===== config.mk =====
export PLATFORM = sky130hd
export DESIGN_NAME = mdu_flat
export DESIGN_NICKNAME = d
export VERILOG_FILES = /design/src/rtl/mdu_if.sv /design/src/rtl/mdu.sv /design/src/flat_wrapper.sv
export SDC_FILE = /design/constraint.sdc
export NUM_CORES = 1
export LEC_CHECK = 0
export ABC_AREA = 0
export BUFFER_PORTS_ARGS = -buffer_cell sky130_fd_sc_hd__buf_2
export CELL_PAD_IN_SITES_DETAIL_PLACEMENT = 2
export CELL_PAD_IN_SITES_GLOBAL_PLACEMENT = 2
export CORE_AREA = 2 2 241 243
export CTS_CLUSTER_SIZE = 30
export DETAILED_ROUTE_END_ITERATION = 10
export DIE_AREA = 0 0 243 245
export HOLD_SLACK_MARGIN = 0.1
export PLACE_DENSITY = 0.85
export REMOVE_ABC_BUFFERS = 1
export SLEW_MARGIN = 20
export SYNTH_ARGS = -nofsm -noshare
export SYNTH_HDL_FRONTEND = slang
export SYNTH_SLANG_ARGS = --single-unit

===== constraint.sdc =====
create_clock -name clk -period 5.62 [get_ports clk]
set_input_delay 0.562 -clock clk [delete_from_list [all_inputs] [get_ports clk]]
set_output_delay 0.562 -clock clk [all_outputs]
set_load 0.03 [all_outputs]

===== src/rtl/mdu_if.sv =====
// rtl/mdu_if.sv - Issue/result bundle between the core controller and the multiply/divide unit.
interface mdu_if #(
    parameter int WIDTH = 32
) ();
    logic             start;
    logic [2:0]       op;
    logic [WIDTH-1:0] a;
    logic [WIDTH-1:0] b;
    logic             busy;
    logic             done;
    logic [WIDTH-1:0] hi;
    logic [WIDTH-1:0] lo;

    modport master (output start, op, a, b, input busy, done, hi, lo);
    modport slave  (input start, op, a, b, output busy, done, hi, lo);
endinterface


===== src/rtl/mdu.sv =====
// rtl/mdu.sv - Iterative radix-2 multiply/divide unit with HI/LO registers (MULT/MULTU/DIV/DIVU/MTHI/MTLO).
module mdu #(
    parameter int WIDTH = 32
) (
    input logic  clk,
    input logic  rst,
    mdu_if.slave bus
);
    localparam int CNT_W = $clog2(WIDTH) + 1;

    localparam logic [2:0] OP_MULT = 3'd0;
    localparam logic [2:0] OP_DIV  = 3'd2;
    localparam logic [2:0] OP_MTHI = 3'd4;
    localparam logic [2:0] OP_MTLO = 3'd5;

    typedef enum logic {S_IDLE, S_RUN} state_t;

    state_t             r_state;
    logic [CNT_W-1:0]   r_cnt;
    logic               r_busy;
    logic               r_done;
    logic [WIDTH-1:0]   r_hi;
    logic [WIDTH-1:0]   r_lo;
    logic               r_is_div;
    logic               r_neg_q;
    logic               r_neg_r;
    logic               r_div0;
    // Multiply: {partial product, multiplier}. Divide: low half shifts dividend out, quotient in.
    logic [2*WIDTH-1:0] r_acc;
    logic [WIDTH-1:0]   r_opb;
    logic [WIDTH-1:0]   r_rem;

    logic               w_signed;
    logic               w_a_neg;
    logic               w_b_neg;
    logic [WIDTH-1:0]   w_mag_a;
    logic [WIDTH-1:0]   w_mag_b;
    logic [WIDTH:0]     w_sum;
    logic [2*WIDTH-1:0] w_acc_nxt;
    logic [WIDTH:0]     w_trial;
    logic               w_ge;
    logic [WIDTH-1:0]   w_rem_nxt;
    logic [WIDTH-1:0]   w_quo_nxt;
    logic [2*WIDTH-1:0] w_prod;
    logic [WIDTH-1:0]   w_quo_fin;
    logic [WIDTH-1:0]   w_rem_fin;

    assign w_signed = (bus.op == OP_MULT) || (bus.op == OP_DIV);
    assign w_a_neg  = w_signed & bus.a[WIDTH-1];
    assign w_b_neg  = w_signed & bus.b[WIDTH-1];
    // The most-negative value negates to itself, which read unsigned is exactly its magnitude.
    assign w_mag_a  = w_a_neg ? -bus.a : bus.a;
    assign w_mag_b  = w_b_neg ? -bus.b : bus.b;

    assign w_sum     = {1'b0, r_acc[2*WIDTH-1:WIDTH]} + {1'b0, (r_acc[0] ? r_opb : {WIDTH{1'b0}})};
    assign w_acc_nxt = {w_sum, r_acc[WIDTH-1:1]};

    assign w_trial   = {r_rem, r_acc[WIDTH-1]};
    assign w_ge      = (w_trial >= {1'b0, r_opb});
    assign w_rem_nxt = w_ge ? WIDTH'(w_trial - {1'b0, r_opb}) : w_trial[WIDTH-1:0];
    assign w_quo_nxt = {r_acc[WIDTH-2:0], w_ge};

    // A zero divisor leaves the remainder equal to |a|, so the dividend-sign fixup restores a.
    assign w_prod    = r_neg_q ? -w_acc_nxt : w_acc_nxt;
    assign w_quo_fin = r_div0 ? {WIDTH{1'b1}} : (r_neg_q ? -w_quo_nxt : w_quo_nxt);
    assign w_rem_fin = r_neg_r ? -w_rem_nxt : w_rem_nxt;

    always_ff @(posedge clk) begin
        if (rst) begin
            r_state  <= S_IDLE;
            r_cnt    <= '0;
            r_busy   <= 1'b0;
            r_done   <= 1'b0;
            r_hi     <= '0;
            r_lo     <= '0;
            r_is_div <= 1'b0;
            r_neg_q  <= 1'b0;
            r_neg_r  <= 1'b0;
            r_div0   <= 1'b0;
            r_acc    <= '0;
            r_opb    <= '0;
            r_rem    <= '0;
        end else begin
            r_done <= 1'b0;
            case (r_state)
                S_IDLE: begin
                    if (bus.start) begin
                        if (!bus.op[2]) begin
                            r_is_div <= bus.op[1];
                            r_neg_q  <= w_a_neg ^ w_b_neg;
                            r_neg_r  <= w_a_neg;
                            r_div0   <= (bus.b == '0);
                            r_acc    <= {{WIDTH{1'b0}}, (bus.op[1] ? w_mag_a : w_mag_b)};
                            r_opb    <= bus.op[1] ? w_mag_b : w_mag_a;
                            r_rem    <= '0;
                            r_cnt    <= '0;
                            r_busy   <= 1'b1;
                            r_state  <= S_RUN;
                        end else if (bus.op == OP_MTHI) begin
                            r_hi <= bus.a;
                        end else if (bus.op == OP_MTLO) begin
                            r_lo <= bus.a;
                        end
                    end
                end
                S_RUN: begin
                    if (r_is_div) begin
                        r_acc[WIDTH-1:0] <= w_quo_nxt;
                        r_rem            <= w_rem_nxt;
                    end else begin
                        r_acc <= w_acc_nxt;
                    end
                    if (r_cnt == CNT_W'(WIDTH - 1)) begin
                        if (r_is_div) begin
                            r_hi <= w_rem_fin;
                            r_lo <= w_quo_fin;
                        end else begin
                            r_hi <= w_prod[2*WIDTH-1:WIDTH];
                            r_lo <= w_prod[WIDTH-1:0];
                        end
                        r_busy  <= 1'b0;
                        r_done  <= 1'b1;
                        r_state <= S_IDLE;
                    end else begin
                        r_cnt <= r_cnt + CNT_W'(1);
                    end
                end
                default: r_state <= S_IDLE;
            endcase
        end
    end

    assign bus.busy = r_busy;
    assign bus.done = r_done;
    assign bus.hi   = r_hi;
    assign bus.lo   = r_lo;
endmodule


===== src/flat_wrapper.sv =====
// flat-port wrapper written by rule: the top's interface ports become plain ports
module mdu_flat 
#(
    parameter int WIDTH = 32
)
  (clk, rst, bus_start, bus_op, bus_a, bus_b, bus_busy, bus_done, bus_hi, bus_lo);
  mdu_if #(.WIDTH(WIDTH)) bus_i ();
  input logic clk;
  input logic rst;
  input wire logic [$bits(bus_i.start)-1:0] bus_start;
  input wire logic [$bits(bus_i.op)-1:0] bus_op;
  input wire logic [$bits(bus_i.a)-1:0] bus_a;
  input wire logic [$bits(bus_i.b)-1:0] bus_b;
  output wire logic [$bits(bus_i.busy)-1:0] bus_busy;
  output wire logic [$bits(bus_i.done)-1:0] bus_done;
  output wire logic [$bits(bus_i.hi)-1:0] bus_hi;
  output wire logic [$bits(bus_i.lo)-1:0] bus_lo;
  assign bus_i.start = bus_start;
  assign bus_i.op = bus_op;
  assign bus_i.a = bus_a;
  assign bus_i.b = bus_b;
  assign bus_busy = bus_i.busy;
  assign bus_done = bus_i.done;
  assign bus_hi = bus_i.hi;
  assign bus_lo = bus_i.lo;
  mdu #(.WIDTH(WIDTH)) u_core (.clk(clk), .rst(rst), .bus(bus_i));
endmodule

==> results.txt <==
----------------------------------------------------
[Synthesis]
  Fraction of registers with async set or reset after synthesis ... 0%
  Count of synthesis-stage warnings from yosys ... 0
  Top cell type's share of synthesized area ... 22.7%
  Most frequent cell after synthesis ... sky130_fd_sc_hd__nor2_1
  Largest cells by area after synthesis ... sky130_fd_sc_hd__dfxtp_1, sky130_fd_sc_hd__nor2_1, sky130_fd_sc_hd__xnor2_1
  Mapped Cells ... 2559
  Post-synthesis register bit count ... between 200 and 250
  Sequential area share after synthesis ... 22.7%
  EDFF count, synth ... 0
  Library cell occupying the most area in the post-synthesis netlist ... sky130_fd_sc_hd__dfxtp_1
  Post-synthesis instance area ... 18100 um^2
  Commonest register cell after synthesis ... sky130_fd_sc_hd__dfxtp_1
  Number of distinct standard cells referenced by the synthesized netlist ... 82
  Synth cell count leaders ... sky130_fd_sc_hd__nor2_1, sky130_fd_sc_hd__nand2_1, sky130_fd_sc_hd__dfxtp_1
  Per-instance average area after synthesis ... 7.06 um^2

[Cells and area]
  Post-layout net count ... 2732
  Share of post-route cells with drive strength above 1 ... 12.8%
  Final cell utilization of the core ... 36.0%
  Growth of design area from synthesis to finish ... 13.8%
  # fillers ... 6864

[STA]
  Normalized max-slew margin ... 33.1%
  Final worst slack ... 261 ps
  Slew @ Worst Pin ... 1000 ps
  Max Clk Rate ... 187 MHz
  Hold slack ... 314 ps
  Hold Fails Final Rpt ... 0
  Final setup vio count ... 0
  Worst clock skew ... between 20 and 25 ps
  Number of pins with negative max-slew slack in the final report ... 0
  Share of the clock period used by the worst path ... 95.4%
  Crit path time final ... 5360 ps

[Worst setup path]
  Data arrival time of the critical path ... 5860 ps
  Reg2Reg Launch Point ... u_core.r_opb[3]
  R2R cell count ... 23
  WP data required ... 6120 ps
  Worst-path fanout max ... 7
  Critical Setup Path Class ... register to register
  Setup crit end kind ... register
  Setup crit start kind ... register
  Launch point of the worst path ... u_core.r_opb[3]

[Clocking]
  Clock tree from TritonCTS ... done
  Clk pin slew, worst setup/hold paths ... 60 ps
  Buffer levels on the longest clock path ... 3
  Clock latency at the later pin of the worst-skew pair ... around 580 ps
  TritonCTS Buffers ... 27
  Total setup buffers inserted after CTS ... 0
  Cell chosen for the clock root ... sky130_fd_sc_hd__clkbuf_16
  Clock tree sinks ... roughly 200
  H-Tree Level Count ... 1

[Drt]
  Average routed wire per standard cell ... 26.4 um
  Routed wire length ... between 80000 and 90000 um
  First-pass DRT Iterations ... 5
  Via count ... 20672
  Detail-routed via count per cell ... roughly 6.1
  Initial drt markers ... between 1500 and 2000
  DRT antenna net count ... 0
  Final routed DRC violation total ... 0

[Placed design]
  Count of input and output buffers ... 135
  DP Wirelength ... between 60000 and 70000 um
  Pre-CTS worst setup slack ... 64.1 ps
  Gp weighted congestion ... 0.924

[Global route]
  All-layer global routing usage ... between 20 and 30%
  Global Route met3 Usage ... between 3 and 4%
  Global route overflow ... 0
  Via count of the first global-routing pass ... 22011
  GR met2 Demand/Resource ... between 40% and 50%
  Maximum number of pins on one net before global-route repair ... 82
  Met1 GRT Util ... 37.0%
  Global-route wire length before repair ... 136000 um
  Antenna violations before repair ... 5
  GRT busiest layer ... met2

[Power]
  Areal power density over the cells ... 246 nW/um^2
  Post-layout total power ... approximately 5.1 mW
  Maximum resistive drop on vdd ... 0.196 mV
  Clock network power share ... 39.3%
  Internal portion of total power ... 3.20 mW
  Fraction of power consumed by combinational cells ... around 29%
  Reported net switching power ... approximately 1.9 mW
  Portion of total power attributed to sequential cells ... 31.6%
  Static Leak ... 7.78 nW
  Switch share ... 36.8%

[Floorplanning]
  Area of the core region ... 57000 um^2
  Starting utilization of the core area ... 31.7%
  Floorplan row count ... 88
  Die H ... 245 um
  Horiz. Die Dim ... between 200 and 250 um
  I/O pins ... 136
  Die area ... 59500 um^2

[Status]
  Outcome ... finished, final reports clean

[Worst hold path]
  Cell depth of the worst hold path ... 3
  Hold crit path type ... input port to register
  Hold Path Origin ... bus_a[30]

[Run]
  Max-cap violations ... 0

----------------------------------------------------
[cell usage in the layout (no fill, tap or decap), types with 25 or more instances in the layout]
| master | netlist | final |
|---|---|---|
| sky130_fd_sc_hd__ha_1 | 70 | 65 |
| sky130_fd_sc_hd__o21ai_0 | 104 | 103 |
| sky130_fd_sc_hd__xnor2_1 | 143 | 143 |
| sky130_fd_sc_hd__o211ai_1 | 56 | 56 |
| sky130_fd_sc_hd__nand2_1 | 309 | 307 |
| sky130_fd_sc_hd__clkbuf_16 | 0 | 27 |
| sky130_fd_sc_hd__or2_2 | 25 | 25 |
| sky130_fd_sc_hd__o221ai_1 | 33 | 33 |
| sky130_fd_sc_hd__xor2_1 | 80 | 80 |
| sky130_fd_sc_hd__a31oi_1 | 48 | 48 |
| sky130_fd_sc_hd__buf_2 | 5 | 134 |
| sky130_fd_sc_hd__dfxtp_1 | 205 | 202 |
| sky130_fd_sc_hd__mux2i_1 | 56 | 56 |
| sky130_fd_sc_hd__buf_4 | 0 | 68 |
| sky130_fd_sc_hd__nand3_1 | 70 | 70 |
| sky130_fd_sc_hd__a311oi_1 | 55 | 55 |
| sky130_fd_sc_hd__inv_1 | 75 | 74 |
| sky130_fd_sc_hd__nor3_1 | 79 | 78 |
| sky130_fd_sc_hd__a21oi_1 | 203 | 197 |
| sky130_fd_sc_hd__nor2_1 | 341 | 338 |
| sky130_fd_sc_hd__a211oi_1 | 37 | 36 |
| sky130_fd_sc_hd__o31ai_1 | 32 | 30 |
[repair_timing]
action / in CTS / in global routing
resized for setup: 0 / 21
hold buffers: 0 / 0
setup endpoints to repair: 0 / 7
[routing by layer]
layer,wire length (um),up-vias
li1,-,9242
met4,3950,6
met3,4770,200
met1,38000,10515
met5,34,-
met2,42200,709
[kinds of logic after synthesis]
kind of cell	count (synthesis)	share of synthesized area, %
AO/OA/AOI/OAI	731	26.9
XOR/XNOR	223	10.8
adder cells (fa/ha/maj)	72	5.07
buffers and inverters	277	5.87
flip-flops	205	22.7
multiplexers	70	3.98
AND/OR/NAND/NOR	981	24.7
[metrics by stage]
stage / instances / cell area, um^2 / TNS (ps)
global placement: 3326 / 19500 / 0
finish: 3376 / 20600 / 0
floorplan: 2358 / 17300 / -16470
detailed placement: 3326 / 19500 / 0
CTS: 3375 / 20500 / 0
global route: 3376 / 20600 / -8.96
[sequential cells by signal (all words and copies together) (netlist names)]
name / flops
u_core.r_cnt: 6
u_core.bus.done: 1
u_core.r_neg_r: 1
u_core.r_div0: 1
u_core.r_is_div: 1
u_core.bus.hi: 32
u_core.r_rem: 32
u_core.r_opb: 32
u_core.bus.busy: 1
u_core.r_neg_q: 1
u_core.r_state: 1
u_core.bus.lo: 32
u_core.r_acc: 64
[worst max-delay path: stages (launching register included)]
cell and delay, ps:
sky130_fd_sc_hd__dfxtp_1 350, sky130_fd_sc_hd__inv_1 110, sky130_fd_sc_hd__ha_1 340, sky130_fd_sc_hd__buf_4 160, sky130_fd_sc_hd__nand2_1 80, sky130_fd_sc_hd__nor4_2 280, sky130_fd_sc_hd__buf_4 170, sky130_fd_sc_hd__and4b_1 210
sky130_fd_sc_hd__and4bb_2 290, sky130_fd_sc_hd__o21a_1 160, sky130_fd_sc_hd__nor2_4 160, sky130_fd_sc_hd__mux2i_1 290, sky130_fd_sc_hd__ha_2 250, sky130_fd_sc_hd__nand2_1 60, sky130_fd_sc_hd__nor2_1 160, sky130_fd_sc_hd__nand3_1 120
sky130_fd_sc_hd__or4_1 440, sky130_fd_sc_hd__a22oi_1 200, sky130_fd_sc_hd__buf_4 160, sky130_fd_sc_hd__or4b_4 510, sky130_fd_sc_hd__o31ai_2 280, sky130_fd_sc_hd__xor2_1 180, sky130_fd_sc_hd__nand2_1 120, sky130_fd_sc_hd__a31oi_1 200
[power groups by stage]
stage | clock, mW | sequential, mW | combinational, mW
global placement | 0 | 1.62 | 1.35
CTS | 2.00 | 1.60 | 1.43
global route | 2.06 | 1.61 | 1.57
detailed placement | 0 | 1.63 | 1.41
floorplan | 0 | 1.64 | 0.810
finish | 1.99 | 1.60 | 1.47
[path summary, 6_finish.rpt]
kind / slack (ps) / end
max: 260 / u_core.bus.hi[28]
min: 310 / u_core.bus.lo[30]
max reg2reg: 260 / u_core.bus.hi[28]
min reg2reg: 450 / u_core.bus.hi[6]
[final cells by class]
cell class / instances / area (um^2) / share of cell area, %
flip-flops and latches: 205 / 4110 / 20.0
inverters: 76 / 287 / 1.39
diodes: 1 / 2.50 / 0.0122
repair buffers: 203 / 1190 / 5.80
clock inverters: 8 / 149 / 0.724
clock buffers: 41 / 838 / 4.08
multi-input cells: 2077 / 13000 / 63.3
well taps: 765 / 957 / 4.66
Note: power is estimated with default switching activity, not from simulation.
